$ cat config.mk
export PLATFORM = sky130hd
export DESIGN_NAME = bombe_hit_collector
export DESIGN_NICKNAME = d
export VERILOG_FILES = /design/src/rtl/bombe_hit_collector_pkg.sv /design/src/rtl/bombe_hit_collector_if.sv /design/src/rtl/bombe_hit_fifo.sv /design/src/rtl/bombe_hit_collector.sv
export SDC_FILE = /design/constraint.sdc
export NUM_CORES = 1
export LEC_CHECK = 0
export CAP_MARGIN = 25
export CORE_UTILIZATION = 52
export CTS_CLUSTER_SIZE = 40
export DETAILED_ROUTE_END_ITERATION = 12
export PLACE_DENSITY = 0.74
export SLEW_MARGIN = 20
export SYNTH_ARGS = -nofsm -noshare
export SYNTH_HDL_FRONTEND = slang
export SYNTH_SLANG_ARGS = --single-unit
$ cat constraint.sdc
create_clock -name clk_in -period 7.7 [get_ports clk_in]
set_input_delay 1.54 -clock clk_in [delete_from_list [all_inputs] [get_ports clk_in]]
set_output_delay 1.54 -clock clk_in [all_outputs]
set_load 0.005 [all_outputs]
$ cat src/rtl/bombe_hit_collector_pkg.sv
// rtl/bombe_hit_collector_pkg.sv - shared widths and hit record for the bombe hit collector
package bombe_pkg;

    localparam int ROTOR_SEL_W = 9;
    localparam int ROTOR_POS_W = 15;
    localparam int CHAN_W      = 3;

    // One buffered hit; "initial" is a keyword, so the start positions live in initial_pos.
    typedef struct packed {
        logic [CHAN_W-1:0]      channel;
        logic [ROTOR_SEL_W-1:0] select;
        logic [ROTOR_POS_W-1:0] initial_pos;
    } bombe_hit_t;

endpackage

$ cat src/rtl/bombe_hit_collector_if.sv
// rtl/bombe_hit_collector_if.sv - result stream handshake between the hit FIFO and its consumer
interface bombe_hit_collector_if
    import bombe_pkg::*;
();
    logic       valid;
    logic       ready;
    bombe_hit_t data;

    modport master (output valid, output data, input ready);
    modport slave  (input valid, input data, output ready);
endinterface

$ cat src/rtl/bombe_hit_fifo.sv
// rtl/bombe_hit_fifo.sv - first-word-fall-through result FIFO with occupancy count
module bombe_hit_fifo
    import bombe_pkg::*;
#(
    parameter int DEPTH = 8
) (
    input  logic                     clk_in,
    input  logic                     rst_in,
    input  logic                     clear_in,
    input  logic                     push_in,
    input  bombe_hit_t               push_data_in,
    output logic                     full_out,
    output logic                     empty_out,
    output logic [$clog2(DEPTH):0]   count_out,
    bombe_hit_collector_if.master    res
);
    localparam int AW = $clog2(DEPTH);
    localparam logic [AW:0] FULL_CNT = DEPTH[AW:0];

    bombe_hit_t    mem_q [DEPTH];
    logic [AW-1:0] wr_ptr_q;
    logic [AW-1:0] rd_ptr_q;
    logic [AW:0]   count_q;
    logic [AW:0]   count_d;
    logic          pop;
    logic          push;

    assign empty_out = (count_q == '0);
    assign full_out  = (count_q == FULL_CNT);
    assign count_out = count_q;
    assign res.valid = !empty_out;
    // Head is forced to zero when empty so the data outputs read 0 in reset.
    assign res.data  = empty_out ? '0 : mem_q[rd_ptr_q];

    // A full FIFO still accepts a push in the same cycle as a pop.
    assign pop  = res.valid && res.ready && !clear_in;
    assign push = push_in && !clear_in && (!full_out || pop);

    // Occupancy next state: push and pop together leave it unchanged.
    always_comb begin
        count_d = count_q;
        case ({push, pop})
            2'b10:   count_d = count_q + 1'b1;
            2'b01:   count_d = count_q - 1'b1;
            default: count_d = count_q;
        endcase
    end

    // Storage is not reset; only the pointers and count define validity.
    always_ff @(posedge clk_in) begin
        if (push) begin
            mem_q[wr_ptr_q] <= push_data_in;
        end
    end

    // Pointers wrap naturally at DEPTH; clear flushes everything.
    always_ff @(posedge clk_in or negedge rst_in) begin
        if (!rst_in) begin
            wr_ptr_q <= '0;
            rd_ptr_q <= '0;
            count_q  <= '0;
        end else if (clear_in) begin
            wr_ptr_q <= '0;
            rd_ptr_q <= '0;
            count_q  <= '0;
        end else begin
            if (push) wr_ptr_q <= wr_ptr_q + 1'b1;
            if (pop)  rd_ptr_q <= rd_ptr_q + 1'b1;
            count_q <= count_d;
        end
    end

endmodule

$ cat src/rtl/bombe_hit_collector.sv
// rtl/bombe_hit_collector.sv - gathers per-channel bombe hits into one round-robin result FIFO
module bombe_hit_collector
    import bombe_pkg::*;
#(
    parameter int NUM_CH = 4,
    parameter int DEPTH  = 8,
    parameter int DEDUP  = 1
) (
    input  logic                          clk_in,
    input  logic                          rst_in,
    input  logic                          clear_in,
    input  logic [NUM_CH-1:0]             hit_valid_in,
    input  logic [NUM_CH*ROTOR_SEL_W-1:0] hit_select_in,
    input  logic [NUM_CH*ROTOR_POS_W-1:0] hit_initial_in,
    input  logic                          result_ready_in,
    output logic                          result_valid_out,
    output logic [ROTOR_SEL_W-1:0]        result_select_out,
    output logic [ROTOR_POS_W-1:0]        result_initial_out,
    output logic [CHAN_W-1:0]             result_channel_out,
    output logic [6:0]                    count_out,
    output logic [7:0]                    drop_count_out,
    output logic                          overflow_out
);
    localparam int         CW  = $clog2(DEPTH) + 1;
    localparam logic [3:0] NCH = 4'(NUM_CH);

    bombe_hit_collector_if res_if ();

    logic                   fifo_full;
    logic                   fifo_empty;
    logic [CW-1:0]          fifo_count;
    logic                   push;
    bombe_hit_t             push_data;

    logic [NUM_CH-1:0]      pend_vld_q;
    logic [NUM_CH-1:0]      pend_vld_d;
    logic [NUM_CH-1:0]      load;
    logic [ROTOR_SEL_W-1:0] pend_sel_q  [NUM_CH];
    logic [ROTOR_POS_W-1:0] pend_init_q [NUM_CH];

    logic [CHAN_W-1:0]      rr_q;
    logic                   last_vld_q;
    logic [ROTOR_SEL_W-1:0] last_sel_q;
    logic [ROTOR_POS_W-1:0] last_init_q;
    logic [7:0]             drop_q;
    logic [7:0]             drop_d;
    logic                   ovf_q;
    logic                   ovf_d;

    logic                   can_grant;
    logic                   gnt_vld;
    logic [CHAN_W-1:0]      gnt_idx;
    logic [3:0]             cand;
    logic [ROTOR_SEL_W-1:0] gnt_sel;
    logic [ROTOR_POS_W-1:0] gnt_init;
    logic                   dup;
    logic [3:0]             n_drop;
    logic [8:0]             drop_sum;

    // Granting into a full FIFO is legal only when the head leaves this cycle.
    assign can_grant = !clear_in && (!fifo_full || (res_if.valid && result_ready_in));

    // Round-robin search starting at the channel after the last grant.
    always_comb begin
        gnt_vld = 1'b0;
        gnt_idx = rr_q;
        cand    = '0;
        for (int k = 1; k <= NUM_CH; k++) begin
            cand = {1'b0, rr_q} + 4'(k);
            if (cand >= NCH) cand = cand - NCH;
            for (int c = 0; c < NUM_CH; c++) begin
                if (can_grant && !gnt_vld && (cand == 4'(c)) && pend_vld_q[c]) begin
                    gnt_vld = 1'b1;
                    gnt_idx = CHAN_W'(c);
                end
            end
        end
    end

    // Pending next state, drop accounting and granted-entry selection.
    always_comb begin
        pend_vld_d = pend_vld_q;
        load       = '0;
        n_drop     = '0;
        gnt_sel    = '0;
        gnt_init   = '0;
        for (int c = 0; c < NUM_CH; c++) begin
            if (gnt_vld && (gnt_idx == CHAN_W'(c))) begin
                gnt_sel  = pend_sel_q[c];
                gnt_init = pend_init_q[c];
            end
            if (clear_in) begin
                pend_vld_d[c] = 1'b0;
            end else if (hit_valid_in[c]) begin
                // A hit may refill the slot that is being granted this cycle.
                if (!pend_vld_q[c] || (gnt_vld && (gnt_idx == CHAN_W'(c)))) begin
                    load[c]       = 1'b1;
                    pend_vld_d[c] = 1'b1;
                end else begin
                    n_drop = n_drop + 4'd1;
                end
            end else if (gnt_vld && (gnt_idx == CHAN_W'(c))) begin
                pend_vld_d[c] = 1'b0;
            end
        end
        drop_sum = {1'b0, drop_q} + {5'b0, n_drop};
        drop_d   = drop_sum[8] ? 8'hFF : drop_sum[7:0];
        ovf_d    = ovf_q || (n_drop != 4'd0);
    end

    // A repeat of the last written hit is retired without a FIFO write.
    assign dup       = (DEDUP != 0) && last_vld_q && (gnt_sel == last_sel_q) && (gnt_init == last_init_q);
    assign push      = gnt_vld && !dup;
    assign push_data = '{channel: gnt_idx, select: gnt_sel, initial_pos: gnt_init};

    // Pending payloads need no reset; the valid flags gate them.
    always_ff @(posedge clk_in) begin
        for (int c = 0; c < NUM_CH; c++) begin
            if (load[c]) begin
                pend_sel_q[c]  <= hit_select_in[c*ROTOR_SEL_W +: ROTOR_SEL_W];
                pend_init_q[c] <= hit_initial_in[c*ROTOR_POS_W +: ROTOR_POS_W];
            end
        end
    end

    // Control state: pending flags, arbiter pointer, dedup memory and drop counters.
    always_ff @(posedge clk_in or negedge rst_in) begin
        if (!rst_in) begin
            pend_vld_q  <= '0;
            rr_q        <= '0;
            last_vld_q  <= 1'b0;
            last_sel_q  <= '0;
            last_init_q <= '0;
            drop_q      <= '0;
            ovf_q       <= 1'b0;
        end else begin
            pend_vld_q <= pend_vld_d;
            if (clear_in) begin
                last_vld_q <= 1'b0;
                drop_q     <= '0;
                ovf_q      <= 1'b0;
            end else begin
                drop_q <= drop_d;
                ovf_q  <= ovf_d;
                if (gnt_vld) rr_q <= gnt_idx;
                if (push) begin
                    last_vld_q  <= 1'b1;
                    last_sel_q  <= gnt_sel;
                    last_init_q <= gnt_init;
                end
            end
        end
    end

    bombe_hit_fifo #(
        .DEPTH (DEPTH)
    ) u_fifo (
        .clk_in       (clk_in),
        .rst_in       (rst_in),
        .clear_in     (clear_in),
        .push_in      (push),
        .push_data_in (push_data),
        .full_out     (fifo_full),
        .empty_out    (fifo_empty),
        .count_out    (fifo_count),
        .res          (res_if)
    );

    assign res_if.ready       = result_ready_in;
    assign result_valid_out   = !fifo_empty;
    assign result_select_out  = res_if.data.select;
    assign result_initial_out = res_if.data.initial_pos;
    assign result_channel_out = res_if.data.channel;
    assign count_out          = 7'(fifo_count);
    assign drop_count_out     = drop_q;
    assign overflow_out       = ovf_q;

endmodule
==> reports/qor.txt, run 1 <==
Outcome = complete, no violations
Post-Syn Area = 16000 um^2
Clock power share = 0.254
Die height = 178 um
Post-layout util = 0.642
Largest stage delay, worst path = 0.73 ns
Worst-path clk slew = 0.07 ns
CTS resizes = 0
Internal power = 4680 uW
Clock Path Buffers = 3
Max_slew headroom = 0.384
Max VDD drop = 0.183 mV
Total number of vias = 9628
Count of different cell masters after synthesis = 92
RSZ-0062 raised after global routing = no
Remaining global-route overflow = 0
CTS tree = yes
CTS Hold Bufs = 0
Port bufs = 144
Top FF cell, synth = edfxtp_1
CTS Sinks = 363
First-pass GRT wire length = 56600 um
Post-Synth Adder-Cell Area = 0.0150
Max Clock Skew = 0.0223 ns
Sequential fraction of the synthesis area = 0.664
FF+latch count, synth = 363
Max Slew Vio Count = 0
N_diodes = 0
Worst-skew pair later-pin latency = 0.53 ns
Fmax = 145 MHz
Starting DRC count in detailed routing = 900
Largest net degree at the start of global routing = 57
Post-synth EDFFs = 312
Post-Synth Simple-Gate Area = 0.0799
Largest fanout on the critical path = 18
Final period utilization = 0.895
Layout cells sized above 1 = 0.175
Critical path endpoint category = flop
Initial Utilization = 0.535
Fill cell count = 2117
Synth Instances = 1018
TritonCTS Buffers = 37
Tmin final = 6.89 ns
H-tree lvl count = 2
GP Congestion = 0.915
Vias per inst = 6.00
# placed instances = 1539
RR Startpoint = rr_q[0]
Switching share of power = 0.323
Area growth syn-to-layout = 19.9%
Worst hold slack = 0.502 ns
Yosys warnings = 0
Finished Layout Cells = 1606
Synth Area in XOR/XNOR = 0.0115
Avg WL per Cell = 22.6 um
Most Frequent Cell on Critical Path = ha_1
Dpl hpwl = 23600 um
IO Pins = 148
CP startpoint = rr_q[0]
Worst Tran Pin Value = 0.922 ns
Mapped Avg Cell Area = 15.7 um^2
Die Span X = 178 um
Routed Antenna Nets = 0
Asr flop ratio synth = 0.140
# nets final = 1311
Mux contribution to synthesized area = 0.132
Remaining DRCs = 0
PwrDens = 360 nW/um^2
Power Total = 6920 uW
Worst EP required = 8.10 ns
Hold wc startpoint = last_sel_q[7]
Number of setup buffers added after CTS = 0
Total Routed Length = 36300 um
WP data arrival = 7.28 ns
Worst hold-check path type = reg2reg
Register share of total power = 0.403
Core area = 30000 um^2
Die ar. = 31500 um^2
Vias in the first global route = 9722
Row count = 63
Post-synthesis compound-gate area fraction = 0.0712
Pleak = 0.00668 uW
Initial antenna violation count = 0
Largest family of logic cells by synthesized area = multiplexers
Root buffer cell = clkbuf_16
Max Cap Violations = 0
Critical-path top delay cell = dfrtp_1
1st-pass router iterations = 6
Total track usage = 0.240
Sw power = 2240 uW
Type of origin of the critical path = flop
Combinational power share = 0.343
# setup viols final = 0
Crit Path Category = reg2reg
Setup total negative slack = 0 ns
Final hold violation count = 0
placed cells by master (no fill, tap or decap), types with 16 or more instances in the layout:
| master | instances |
|---|---|
| edfxtp_1 | 312 |
| clkdlybuf4s50_1 | 143 |
| nor2_1 | 60 |
| mux4_2 | 55 |
| nand2_1 | 54 |
| mux2i_1 | 52 |
| dfrtp_1 | 49 |
| buf_4 | 42 |
| clkbuf_16 | 38 |
| a21oi_1 | 34 |
| nand3_1 | 28 |
| inv_1 | 27 |
| o21ai_0 | 21 |
| mux2_4 | 18 |
| ha_1 | 16 |
through the flow:
step | worst slack [ns] | area [um^2]
3_5_place_dp | 0.501 | 18000
2_1_floorplan | 0.158 | 16000
4_1_cts | 0.871 | 19200
6_report | 0.812 | 19200
3_3_place_gp | 0.720 | 18000
5_1_grt | 0.241 | 19200
Yosys cell counts, drive strengths merged (3+ instances only):
master	instances	share of area
mux4	55	0.077
nor4	6	0.0031
a21o	9	0.0042
o22ai	11	0.0043
edfxtp	312	0.58
nor2b	8	0.0031
dfrtp	51	0.080
o22a	3	0.0016
and4	4	0.0022
a2111oi	3	0.0040
xor2	7	0.0038
o2111ai	7	0.0042
nor3b	4	0.0022
mux2i	52	0.032
a21oi	35	0.011
a311oi	3	0.0024
nor3	16	0.0056
o311ai	4	0.0031
mux2	25	0.022
a31oi	8	0.0031
a211o	7	0.0038
or3	8	0.0031
nand2b	6	0.0023
o21a	4	0.0023
o31ai	3	0.0014
nand2	56	0.013
o211ai	9	0.0042
and2	4	0.0016
clkbuf	22	0.0052
and3	14	0.0058
nand3	28	0.0087
a211oi	4	0.0019
o21ai	29	0.0093
nor2	64	0.017
xnor2	14	0.0076
inv	30	0.0070
buf	35	0.014
ha	16	0.012
nand4	6	0.0023
final timing paths:
| path | end | slack, ns | cells after the start |
|---|---|---|---|
| worst max-delay path | drop_count_out[7] | 0.81 | 30 |
| worst min-delay path | last_sel_q[7] | 0.50 | 1 |
| worst max register to register | drop_count_out[7] | 0.81 | 30 |
| worst min register to register | last_sel_q[7] | 0.50 | 1 |
| max in group asynchronous | u_fifo.rd_ptr_q[0] | 6.03 | 2 |
| min in group asynchronous | pend_vld_q[1] | 1.13 | 2 |
layout make-up:
cell class	count	area [um^2]	share of cell area
Sequential cell	363	10700	0.554
Multi-Input combinational cell	570	5000	0.260
Timing Repair Buffer	187	1760	0.0914
Clock buffer	47	1000	0.0523
Tap cell	390	488	0.0254
Clock inverter	19	200	0.0104
Inverter	30	113	0.00586
power groups by stage:
stage          registers [uW]  clock network, uW  logic [uW]
2_1_floorplan            2740                  0        1560
3_3_place_gp             2800                  0        2310
3_5_place_dp             2820                  0        2360
4_1_cts                  2790               1790        2370
5_1_grt                  2810               1860        2580
6_report                 2790               1760        2370
layer usage:
layer / part of all wire / track usage
met2: 0.48 / 0.383
met3: 0.065 / 0.0383
met4: 0.026 / 0.0741
met1: 0.43 / 0.342
met5: 0 / 0
worst max-delay path: cells and delay by family, from the launching register on:
family,cells,cell delay (ns)
compound gates,12,2.99
simple gates,11,1.25
fa+ha+maj,6,1.67
flops,1,0.73
buf+inv,1,0.07
cell families (layout without fill, tap and decap cells):
group | count (synthesis) | count (layout)
buffers and inverters | 87 | 283
and+or+nand+nor | 240 | 240
adders and majority gates | 18 | 18
other | 1 | 3
muxes | 132 | 132
xor gates and xnor gates | 21 | 21
DFF | 363 | 363
AOI/OAI and AO/OA | 156 | 156
flip-flops by register name, summed over array words and instances (netlist names):
| name | count |
|---|---|
| last_vld_q | 1 |
| last_init_q | 15 |
| u_fifo.count_out | 4 |
| u_fifo.rd_ptr_q | 3 |
| rr_q | 3 |
| drop_count_out | 8 |
| pend_vld_q | 4 |
| pend_sel_q | 36 |
| overflow_out | 1 |
| u_fifo.mem_q | 216 |
| pend_init_q | 60 |
| u_fifo.wr_ptr_q | 3 |
| last_sel_q | 9 |
Power figures use the tool's default switching activity.
==> run 2, diff against run 1 <==
--- a/config.mk
+++ b/config.mk
@@ -6,10 +6,12 @@
 export NUM_CORES = 1
 export LEC_CHECK = 0
 export CAP_MARGIN = 25
-export CORE_UTILIZATION = 52
+export CORE_UTILIZATION = 54
+export CTS_BUF_LIST = sky130_fd_sc_hd__clkbuf_4
 export CTS_CLUSTER_SIZE = 40
 export DETAILED_ROUTE_END_ITERATION = 12
-export PLACE_DENSITY = 0.74
+export MAX_ROUTING_LAYER = met4
+export PLACE_DENSITY = 0.77
 export SLEW_MARGIN = 20
 export SYNTH_ARGS = -nofsm -noshare
 export SYNTH_HDL_FRONTEND = slang
==> run 2 against run 1 <==
Net effect: via count increased by 2.6%; non-clock buffer count is 4 lower; combinational power hardly changed; critical path type unchanged; core utilization increased by 1.9 points; critical path depth down 1; register-to-register slack worse by 0.13 ns; first-iteration DRC count decreased by 22%.
==> reports/qor.txt, run 2 (synthesized netlist as in run 1, its figures left out) <==
Critical path endpoint category = flop (unchanged)
Reg2Reg Capture Point = drop_count_out[7] (unchanged)
Most Used Layer, Global Route = met2 (unchanged)
Vias in the first global route = 10184 (was 9722)
Max Cap Violations = 0 (unchanged)
Most Frequent Cell on Critical Path = ha_1 (unchanged)
Worst-skew pair later-pin latency = 0.74 ns (was 0.53 ns)
Total Routed Length = 35000 um (was 36300 um)
Worst hold-check path type = reg2reg (unchanged)
Grt met1 use = 0.321 (was 0.342)
CTS Hold Bufs = 0 (unchanged)
Most common cell after layout, fill and taps aside = edfxtp_1 (unchanged)
CTS tree = yes (unchanged)
Final hold violation count = 0 (unchanged)
# nets final = 1357 (was 1311)
1st-pass router iterations = 5 (was 6)
Initial Utilization = 0.554 (was 0.535)
Final setup margin = 0.683 ns (was 0.812 ns)
GP Congestion = 0.894 (was 0.915)
Met2 Usage GRT = 0.385 (was 0.383)
Starting DRC count in detailed routing = 706 (was 900)
Row count = 62 (was 63)
Cell count of the worst reg-to-reg path = 29 (was 30)
Outcome = complete, no violations (unchanged)
Register with the most flip-flops = u_fifo.mem_q (unchanged)
Port bufs = 144 (unchanged)
Worst Tran Pin Value = 0.949 ns (was 0.922 ns)
H-tree lvl count = 3 (was 2)
Crit Path Category = reg2reg (unchanged)
TritonCTS Buffers = 87 (was 37)
Setup total negative slack = 0 ns (unchanged)
Remaining global-route overflow = 0 (unchanged)
Layout cells sized above 1 = 0.219 (was 0.175)
Final period utilization = 0.911 (was 0.895)
Largest stage delay, worst path = 0.79 ns (was 0.73 ns)
Met3 GRT Util = 0.0422 (was 0.0383)
Fill cell count = 2005 (was 2117)
Power Total = 6610 uW (was 6920 uW)
Worst EP required = 8.27 ns (was 8.10 ns)
CP startpoint = rr_q[1] (was rr_q[0])
Commonest cells after routing, fill and taps aside = 312 x edfxtp_1, 143 x clkdlybuf4s50_1, 116 x clkbuf_4 (was 312 x edfxtp_1, 143 x clkdlybuf4s50_1, 60 x nor2_1)
Total number of vias = 9877 (was 9628)
Dpl hpwl = 22800 um (was 23600 um)
Routed Antenna Nets = 0 (unchanged)
Tmin final = 7.02 ns (was 6.89 ns)
Root buffer cell = clkbuf_4 (was clkbuf_16)
Type of origin of the critical path = flop (unchanged)
Max VDD drop = 0.194 mV (was 0.183 mV)
Die ar. = 30400 um^2 (was 31500 um^2)
Area growth syn-to-layout = 19.2% (was 19.9%)
Setup crit end = drop_count_out[7] (unchanged)
Vias per inst = 5.84 (was 6.00)
Pleak = 0.00672 uW (was 0.00668 uW)
FF/Latch Area = 10700 um^2 (unchanged)
PwrDens = 346 nW/um^2 (was 360 nW/um^2)
Max Slew Vio Count = 0 (unchanged)
Area of the multi-input gates = 5000 um^2 (unchanged)
Largest net degree at the start of global routing = 55 (was 57)
Clock Path Buffers = 3 (unchanged)
Die Span X = 174 um (was 178 um)
CTS resizes = 0 (unchanged)
Largest register FFs = 216 (unchanged)
Largest fanout on the critical path = 21 (was 18)
# setup viols final = 0 (unchanged)
Initial antenna violation count = 2 (was 0)
Fmax = 143 MHz (was 145 MHz)
IO Pins = 148 (unchanged)
Max_slew headroom = 0.366 (was 0.384)
Pre-CTS setup slack = 0.301 ns (was 0.501 ns)
Max Clock Skew = 0.0601 ns (was 0.0223 ns)
RR Startpoint = rr_q[1] (was rr_q[0])
Core area = 28900 um^2 (was 30000 um^2)
Largest regs = u_fifo.mem_q x216, pend_init_q x60, pend_sel_q x36 (unchanged)
Die height = 174 um (was 178 um)
WP data arrival = 7.59 ns (was 7.28 ns)
Worst-path clk slew = 0.07 ns (about the same)
Avg WL per Cell = 20.7 um (was 22.6 um)
Remaining DRCs = 0 (unchanged)
First-pass GRT wire length = 55100 um (was 56600 um)
Total track usage = 0.245 (was 0.240)
RSZ-0062 raised after global routing = no (unchanged)
CTS Sinks = 363 (unchanged)
Critical-path top delay cell = dfrtp_1 (unchanged)
R2R setup slack = 0.68 ns (was 0.81 ns)
Number of setup buffers added after CTS = 0 (unchanged)
## run 2: cell types whose count changed in the layout (fill, tap and decap cells not counted), sizes merged
| cell | before | now |
|---|---|---|
| buf | 43 | 40 |
| bufinv | 3 | 0 |
| clkbuf | 48 | 116 |
| clkinv | 14 | 38 |
| clkinvlp | 1 | 2 |
| diode | 0 | 2 |
| inv | 31 | 34 |
## run 2: through the flow
stage          instance area [um^2]  utilization  std cells  hold slack [ns]
2_1_floorplan                 16000            -       1020            0.447
3_3_place_gp                  18000        0.623       1530            0.462
3_5_place_dp                  18000        0.623       1530            0.481
4_1_cts                       19100        0.660       1690            0.494
5_1_grt                       19100        0.660       1692            0.518
6_report                      19100        0.660       1692            0.494
## run 2: layout make-up
cell class | instances | share of cell area
Sequential cell | 363 | 0.558
Multi-Input combinational cell | 570 | 0.262
Timing Repair Buffer | 183 | 0.0925
Clock buffer | 116 | 0.0456
Tap cell | 384 | 0.0252
Clock inverter | 44 | 0.0111
Inverter | 30 | 0.00590
Antenna cell | 2 | 0.000262
## run 2: how the worst min path moves through the flow
stage | startpoint | end | cells after the start
after floorplan | last_vld_q | last_vld_q | 1
after global placement | last_sel_q[7] | last_sel_q[7] | 1
after detailed placement | last_vld_q | last_vld_q | 1
after CTS | last_vld_q | last_vld_q | 1
after global routing | last_vld_q | last_vld_q | 1
final | last_vld_q | last_vld_q | 1
## run 2: where the power goes
part           leakage (uW)  switching, uW  internal, uW
clock network      0.000636            763           721
logic               0.00254           1310          1030
registers           0.00354            168          2620
total               0.00672           2240          4370
## run 2: critical path, delay by kind of cell, from the launching register on
kind	cells	cell delay [ns]
adders and majority gates	6	1.56
DFF	1	0.79
buffers and inverters	2	0.33
and+or+nand+nor	11	1.55
AOI/OAI and AO/OA	10	2.66
## run 2: per-layer routing
layer / part of all wire / up-vias / wire [um]
met3: 0.068 / 70 / 2370
met1: 0.42 / 4882 / 14900
li1: - / 4479 / -
met5: 0 / - / 0
met4: 0.026 / 0 / 898
met2: 0.48 / 446 / 16900
